## src/rtl/regfile_pkg.sv

```systemverilog
// Shared definitions for the sweep-clearable register file.
// Holds the FSM state encoding and the default geometry.
package regfile_pkg;

    localparam logic [1:0] ST_IDLE  = 2'd0;
    localparam logic [1:0] ST_CLEAR = 2'd1;
    localparam logic [1:0] ST_DONE  = 2'd2;

    localparam int DATA_W_DEF = 32;
    localparam int ADDR_W_DEF = 4;
    localparam int NUM_RD_DEF = 2;

endpackage

```

## src/rtl/regfile_sweep_ctrl.sv

```systemverilog
// Bulk-clear sequencer: walks a pointer over every entry after go.
// Drives busy/done/wr_drop and the sweep write port of the array.
module sweep_ctrl
    import regfile_pkg::*;
#(
    parameter int ADDR_W = ADDR_W_DEF
) (
    input  logic              clk,
    input  logic              rst,
    input  logic              go_i,
    input  logic              enable_i,
    output logic              busy_o,
    output logic              done_o,
    output logic              wr_drop_o,
    output logic              swp_we_o,
    output logic [ADDR_W-1:0] swp_addr_o
);

    logic [1:0]        state_q, state_d;
    logic [ADDR_W-1:0] ptr_q, ptr_d;

    always_comb begin
        state_d = state_q;
        ptr_d   = ptr_q;
        unique case (state_q)
            ST_IDLE: begin
                if (go_i) begin
                    state_d = ST_CLEAR;
                    ptr_d   = '0;
                end
            end
            ST_CLEAR: begin
                ptr_d = ptr_q + ADDR_W'(1);
                // last entry is written on the same edge we leave CLEAR
                if (ptr_q == '1) begin
                    state_d = ST_DONE;
                end
            end
            ST_DONE: begin
                state_d = ST_IDLE;
            end
            default: begin
                state_d = ST_IDLE;
            end
        endcase
    end

    always_ff @(posedge clk) begin
        if (rst) begin
            state_q <= ST_IDLE;
            ptr_q   <= '0;
        end else begin
            state_q <= state_d;
            ptr_q   <= ptr_d;
        end
    end

    assign busy_o     = (state_q == ST_CLEAR);
    assign done_o     = (state_q == ST_DONE);
    assign wr_drop_o  = enable_i & busy_o;
    assign swp_we_o   = busy_o;
    assign swp_addr_o = ptr_q;

endmodule

```

## src/rtl/regfile_sweep.sv

```systemverilog
// Multi-read-port register file with a one-entry-per-cycle bulk clear.
// Define REGFILE_SWEEP_BYPASS_EN to forward pending writes to the read ports.
module regfile_sweep
    import regfile_pkg::*;
#(
    parameter int                DATA_W  = DATA_W_DEF,
    parameter int                ADDR_W  = ADDR_W_DEF,
    parameter int                NUM_RD  = NUM_RD_DEF,
    parameter logic [DATA_W-1:0] CLR_VAL = '0
) (
    input  logic                     clk,
    input  logic                     rst,
    input  logic                     go,
    input  logic                     enable,
    input  logic [ADDR_W-1:0]        wr_addr,
    input  logic [DATA_W-1:0]        wr_data,
    input  logic [NUM_RD*ADDR_W-1:0] rd_addr,
    output logic [NUM_RD*DATA_W-1:0] rd_data,
    output logic                     busy,
    output logic                     done,
    output logic                     wr_drop
);

    localparam int DEPTH = 1 << ADDR_W;

    logic [DATA_W-1:0] mem_q [DEPTH];

    logic              swp_we;
    logic [ADDR_W-1:0] swp_addr;
    logic              user_we;
    logic              mem_we;
    logic [ADDR_W-1:0] mem_wa;
    logic [DATA_W-1:0] mem_wd;

    sweep_ctrl #(
        .ADDR_W (ADDR_W)
    ) u_ctrl (
        .clk        (clk),
        .rst        (rst),
        .go_i       (go),
        .enable_i   (enable),
        .busy_o     (busy),
        .done_o     (done),
        .wr_drop_o  (wr_drop),
        .swp_we_o   (swp_we),
        .swp_addr_o (swp_addr)
    );

    // the sweep owns the write port while busy
    assign user_we = enable & ~busy;
    assign mem_we  = swp_we | user_we;
    assign mem_wa  = swp_we ? swp_addr : wr_addr;
    assign mem_wd  = swp_we ? CLR_VAL : wr_data;

    always_ff @(posedge clk) begin
        if (rst) begin
            for (int i = 0; i < DEPTH; i++) begin
                mem_q[i] <= '0;
            end
        end else if (mem_we) begin
            mem_q[mem_wa] <= mem_wd;
        end
    end

    for (genvar g = 0; g < NUM_RD; g++) begin : g_rd
        logic [ADDR_W-1:0] ra;
        assign ra = rd_addr[g*ADDR_W +: ADDR_W];
`ifdef REGFILE_SWEEP_BYPASS_EN
        assign rd_data[g*DATA_W +: DATA_W] =
            (busy && ra == swp_addr)    ? CLR_VAL :
            (user_we && ra == wr_addr)  ? wr_data :
                                          mem_q[ra];
`else
        assign rd_data[g*DATA_W +: DATA_W] = mem_q[ra];
`endif
    end

endmodule

```

## config.mk

```make
export PLATFORM = sky130hd
export DESIGN_NAME = regfile_sweep
export DESIGN_NICKNAME = d
export VERILOG_FILES = /design/src/rtl/regfile_pkg.sv /design/src/rtl/regfile_sweep_ctrl.sv /design/src/rtl/regfile_sweep.sv
export SDC_FILE = /design/constraint.sdc
export NUM_CORES = 1
export LEC_CHECK = 0
export ABC_AREA = 1
export ABC_CLOCK_PERIOD_IN_PS = 5450
export BUFFER_PORTS_ARGS = -buffer_cell sky130_fd_sc_hd__buf_4
export CELL_PAD_IN_SITES_DETAIL_PLACEMENT = 0
export CELL_PAD_IN_SITES_GLOBAL_PLACEMENT = 1
export CORE_UTILIZATION = 30
export DETAILED_ROUTE_END_ITERATION = 16
export GPL_TIMING_DRIVEN = 0
export PLACE_DENSITY = 0.59
export SYNTH_ARGS = -nofsm -noshare
export SYNTH_HDL_FRONTEND = slang
export SYNTH_SLANG_ARGS = --single-unit
```

## constraint.sdc

```tcl
create_clock -name clk -period 5.45 [get_ports clk]
set_clock_uncertainty 0.1 [all_clocks]
set_input_delay 1.09 -clock clk [delete_from_list [all_inputs] [get_ports clk]]
set_output_delay 1.09 -clock clk [all_outputs]
set_load 0.05 [all_outputs]
```

Word-level counts from Yosys, hierarchy flattened
Memories as Yosys holds them, arrays and structs flattened.
Cells that the tools add are included.
{"block": "classes", "addsub": 1, "n_eq_ne": 5, "muxes": 15, "n_bitwise": 4, "reduce_logical": 5}
{"cell": "$mux 32", "count": 2}
{"cell": "$reduce_or 32->1", "count": 1}
{"cell": "$mux 4", "count": 3}
{"cell": "$pmux 4 s2", "count": 1}
{"cell": "$mux 1", "count": 6}
{"cell": "$add 4x1->4 const B", "count": 1}
{"cell": "$eq 4x4->1 const B", "count": 1}
{"cell": "$mux 2", "count": 2}
{"cell": "$pmux 2 s2", "count": 1}
{"cell": "$reduce_and 2->1", "count": 2}
{"cell": "$and 1x1->1", "count": 2}
{"cell": "$eq 2x1->1 const B", "count": 1}
{"cell": "$eq 2x2->1 const B", "count": 1}
{"cell": "$logic_not 2->1", "count": 1}
{"cell": "$ne 2x1->1 const B", "count": 1}
{"cell": "$ne 2x2->1 const B", "count": 1}
{"cell": "$reduce_bool 2->1", "count": 1}
{"cell": "$not 1->1", "count": 1}
{"cell": "$or 1x1->1", "count": 1}
{"block": "word_totals", "regBits": 6, "ram_bits": 512, "inputBits": 48, "out_inout_bits": 67, "word_cells": 33, "mem_count": 1}
{"name": "mem_q", "words": 16, "width": 32, "read_ports": 2, "rd_ports_with_merged_regs": 0, "write_ports": 16, "line": "regfile_sweep.sv:26", "rtl": "logic [DATA_W-1:0] mem_q [DEPTH];"}

Longest topological paths before layout
{"block": "logic_depth", "depth_word": 9, "mapped_depth": 9, "depth_no_buf": 6}

By module
Synthesis repeated with hierarchy kept, for this count alone.
{"block": "unflattened", "hier_cells": 3964, "area_unflattened_um2": 29672.2}
{"module": "regfile_sweep", "instances": 1, "cells_each": 3920, "area_per_inst_um2": 29375.7, "seq_area_each_um2": 15374.7}
{"module": "sweep_ctrl", "instances": 1, "cells_each": 44, "area_per_inst_um2": 296.5, "seq_area_each_um2": 120.1}

Worst setup path before layout
OpenSTA, ideal clock, no wires.
{"block": "synth_timing", "path_kind": "input port to flip-flop", "startpoint": "input enable", "endpoint": "memory mem_q[10][0] in the netlist's numbering (enable)", "setup_ns": 0.466, "arrival_ns": 4.014, "required_ns": 4.884, "setup_slack_ns": 0.870, "cell_stages": 5, "path_buffers": 1, "path_cell_list": "inv_1 a21oi_4 nand3_2 clkbuf_1 o21ai_0"}
{"item": "from (decl)", "line": "regfile_sweep.sv:14", "rtl": "input logic enable,"}
{"item": "to (decl)", "line": "regfile_sweep.sv:26"}

Worst setup path after layout
{"block": "layout_timing", "startpoint": "input rd_addr[1]", "endpoint": "output rd_data[11]"}
{"block": "layout_between", "elab_chain_cells": 1}
{"item": "from (decl)", "line": "regfile_sweep.sv:17", "rtl": "input logic [NUM_RD*ADDR_W-1:0] rd_addr,"}
{"item": "$mem_v2 16x32"}
{"item": "to (decl)", "line": "regfile_sweep.sv:18", "rtl": "output logic [NUM_RD*DATA_W-1:0] rd_data,"}
No other way between the ends.

==> impl_metrics.json <==
{
  "outcome": "finished, violations left",
  "violations": "setup timing",
  "period_needed_ps": 5604,
  "yosysWarnings": 0,
  "fp.dieH_um": 331.9,
  "fin_area_um2": 37950,
  "hp-class": "flop to flop",
  "drive_gt1_frac": 0.1731,
  "synth_most_common_cell": "nand2_1",
  "power_uw": 11680,
  "avgSynthCellArea_um2": 8.131,
  "report.final.hold_viol_count": 0,
  "vias": 30730,
  "max_slew_margin": 0.04727,
  "grt_overflow": 0,
  "synth_edf_count": 512,
  "rsz0062_at_grt": "yes",
  "port_buffers": 110,
  "grt_start_max_net_pins": 23,
  "cp.required_ps": 4260,
  "cts.path.max_buffers": 3,
  "syn_nets": 4065,
  "critPathKind": "input pin to output pin",
  "wl_per_cell_um": 29.49,
  "final_core_util": 0.3530,
  "startpoint_type": "input pin",
  "syn_area_um2": 32650,
  "maxCapViolations": 0,
  "gp_congestion": 0.9559,
  "post-route-period-util": 1.028,
  "grt_pass1_vias": 29210,
  "die_w_um": 331.9,
  "postCtsHoldBufs": 0,
  "worst_slew_pin_slew_ps": 1429,
  "htreeDepth": 3,
  "via_per_inst": 5.420,
  "ios": 115,
  "initial_core_util": 0.3037,
  "core_um2": 107500,
  "wl_um": 167200,
  "numClockSinks": 518,
  "cts_tree": "done",
  "clk_pin_slew_ps": 60,
  "leakagePower_uw": 0.01533,
  "cp-end-kind": "output pin",
  "yosys-top-cells-area": "edfxtp_1 47%, nand3_1 14%, nand2_1 13%",
  "ys_seq_area_frac": 0.4745,
  "syn_inst": 4016,
  "dp_hpwl_um": 120700,
  "synth_top_cell_by_area": "edfxtp_1",
  "area_growth_pct": 16.21,
  "fillCellCount": 11370,
  "rows": 120,
  "clock-root-buffer": "clkbuf_16",
  "cts-buffers-inserted": 68,
  "placed_cell_area_um2": 35830,
  "finalWorstSetupSlack_ps": -154.3,
  "drt-pass1-iter-count": 6,
  "synthFlopType": "edfxtp_1",
  "crit_arrival_ps": 4410,
  "vdd_ir_drop_max_uv": 185.2,
  "ys_types": 24,
  "antenna_found_initial": 4,
  "setup_tns_ps": -301.4,
  "synth.top_cell.area_share": 0.4708,
  "cts_setup_buffers": 0,
  "dr.first_iter.drc_count": 4288,
  "netlist_top_cells_count": "1132 x nand2_1, 899 x nand3_1, 528 x inv_1, 512 x edfxtp_1, 340 x nor3_2",
  "antenna_left": 0,
  "track_usage": 0.2976,
  "fmax_mhz": 178.4,
  "drv_slew": 0,
  "cellPowerDensity_nw_per_um2": 307.8,
  "drc": 0,
  "dieArea_um2": 110200,
  "synth-async-reset-ratio": 0,
  "r2r_cells": 9,
  "clock_latency_ps": 630,
  "ys_seq_elements": 518,
  "grt_pass1_wl_um": 229600,
  "nNetsFinal": 4263,
  "hold_depth": 2,
  "setup-violations-final": 9,
  "cp_max_fo": 10
}
critical path, stage by stage:
cell      delay, ps
buf_4           110
clkbuf_1        980
buf_1          1090
nand3_1         190
nand3_1         140
nand3_1         310
nand2_1         270
buf_4           230
per-stage QoR:
| step | setup WS (ps) | cells | hold WS, ps |
|---|---|---|---|
| 6_report | -154.3 | 5670 | 398.7 |
| 4_1_cts | 156.3 | 5666 | 400.3 |
| 2_1_floorplan | 870.3 | 4016 | 363.2 |
| 3_5_place_dp | -38.23 | 5547 | 392.4 |
| 5_1_grt | -27.76 | 5666 | 442.1 |
| 3_3_place_gp | -2828 | 5529 | 392.3 |
routing by layer:
metal  GRT usage  share of wire  vias to the layer above
li1            -              -                    13630
met1      0.4026           0.42                    15010
met2      0.4597           0.44                     1727
met3     0.06311          0.096                      364
met4      0.1232          0.044                        0
met5           0              0                        -
cell type report:
class	count	area, um^2	area share
sequential	518	15490	0.4083
buffer	360	1725	0.04547
tap	1403	1755	0.04626
clock buffer	94	1906	0.05022
inverter	532	1997	0.05262
multi-input combinational	2606	13630	0.3591
antenna	4	10.01	0.0002638
clock inverter	25	193.9	0.005111
timing repair buffer	128	1239	0.03264
flip-flops by register name, indices dropped and copies added (netlist names):
name and cells:
mem_q 512, u_ctrl.state_q 2, u_ctrl.swp_addr_o 4
logic make-up after synthesis:
| family | Yosys count | synth area share |
|---|---|---|
| AO/OA/AOI/OAI | 28 | 0.004943 |
| adder cells (fa/ha/maj) | 1 | 0.0003831 |
| buffers and inverters | 892 | 0.1137 |
| flip-flops | 518 | 0.4745 |
| AND/OR/NAND/NOR | 2577 | 0.4065 |
path summary, 6_finish.rpt:
check                                           from  slack [ps]                   end
worst min register to register  u_ctrl.swp_addr_o[0]         400  u_ctrl.swp_addr_o[0]
worst min-delay path            u_ctrl.swp_addr_o[0]         400  u_ctrl.swp_addr_o[0]
worst max-delay path                      rd_addr[1]        -150           rd_data[11]
worst max register to register     u_ctrl.state_q[1]        2240         mem_q[10][27]
what timing repair did:
action,in CTS,in global routing
pin swaps,0,0
endpoints found under the setup margin,2,3
resized for setup,1,9
report_power, final:
| group | switching [uW] | internal [uW] | leakage (uW) |
|---|---|---|---|
| Sequential | 44.1 | 4540 | 0.00534 |
| Combinational | 2070 | 547 | 0.00896 |
| Clock | 1900 | 2580 | 0.00102 |
cells in the final DEF, fill, tap and decap left out, types with 2 or more instances in the layout:
master and n:
edfxtp_1 512, nand3_2 3, buf_2 72, o21ai_0 4, nand2_2 15, o21ai_4 16, buf_6 18, inv_1 528
a21oi_1 4, buf_16 7, clkbuf_2 3, dfxtp_1 6, clkbuf_16 73, bufinv_16 3, nor3_2 340, o21ai_2 2
clkinv_2 11, buf_1 43, buf_4 147, inv_2 4, nand3_1 899, nand2_1 1132, nor2_1 5, nor3_1 173
clkbuf_1 207, buf_12 11, clkinvlp_4 2, diode_2 4, clkinv_1 9, nand2_4 9
Note: power is estimated with default switching activity, not from simulation.
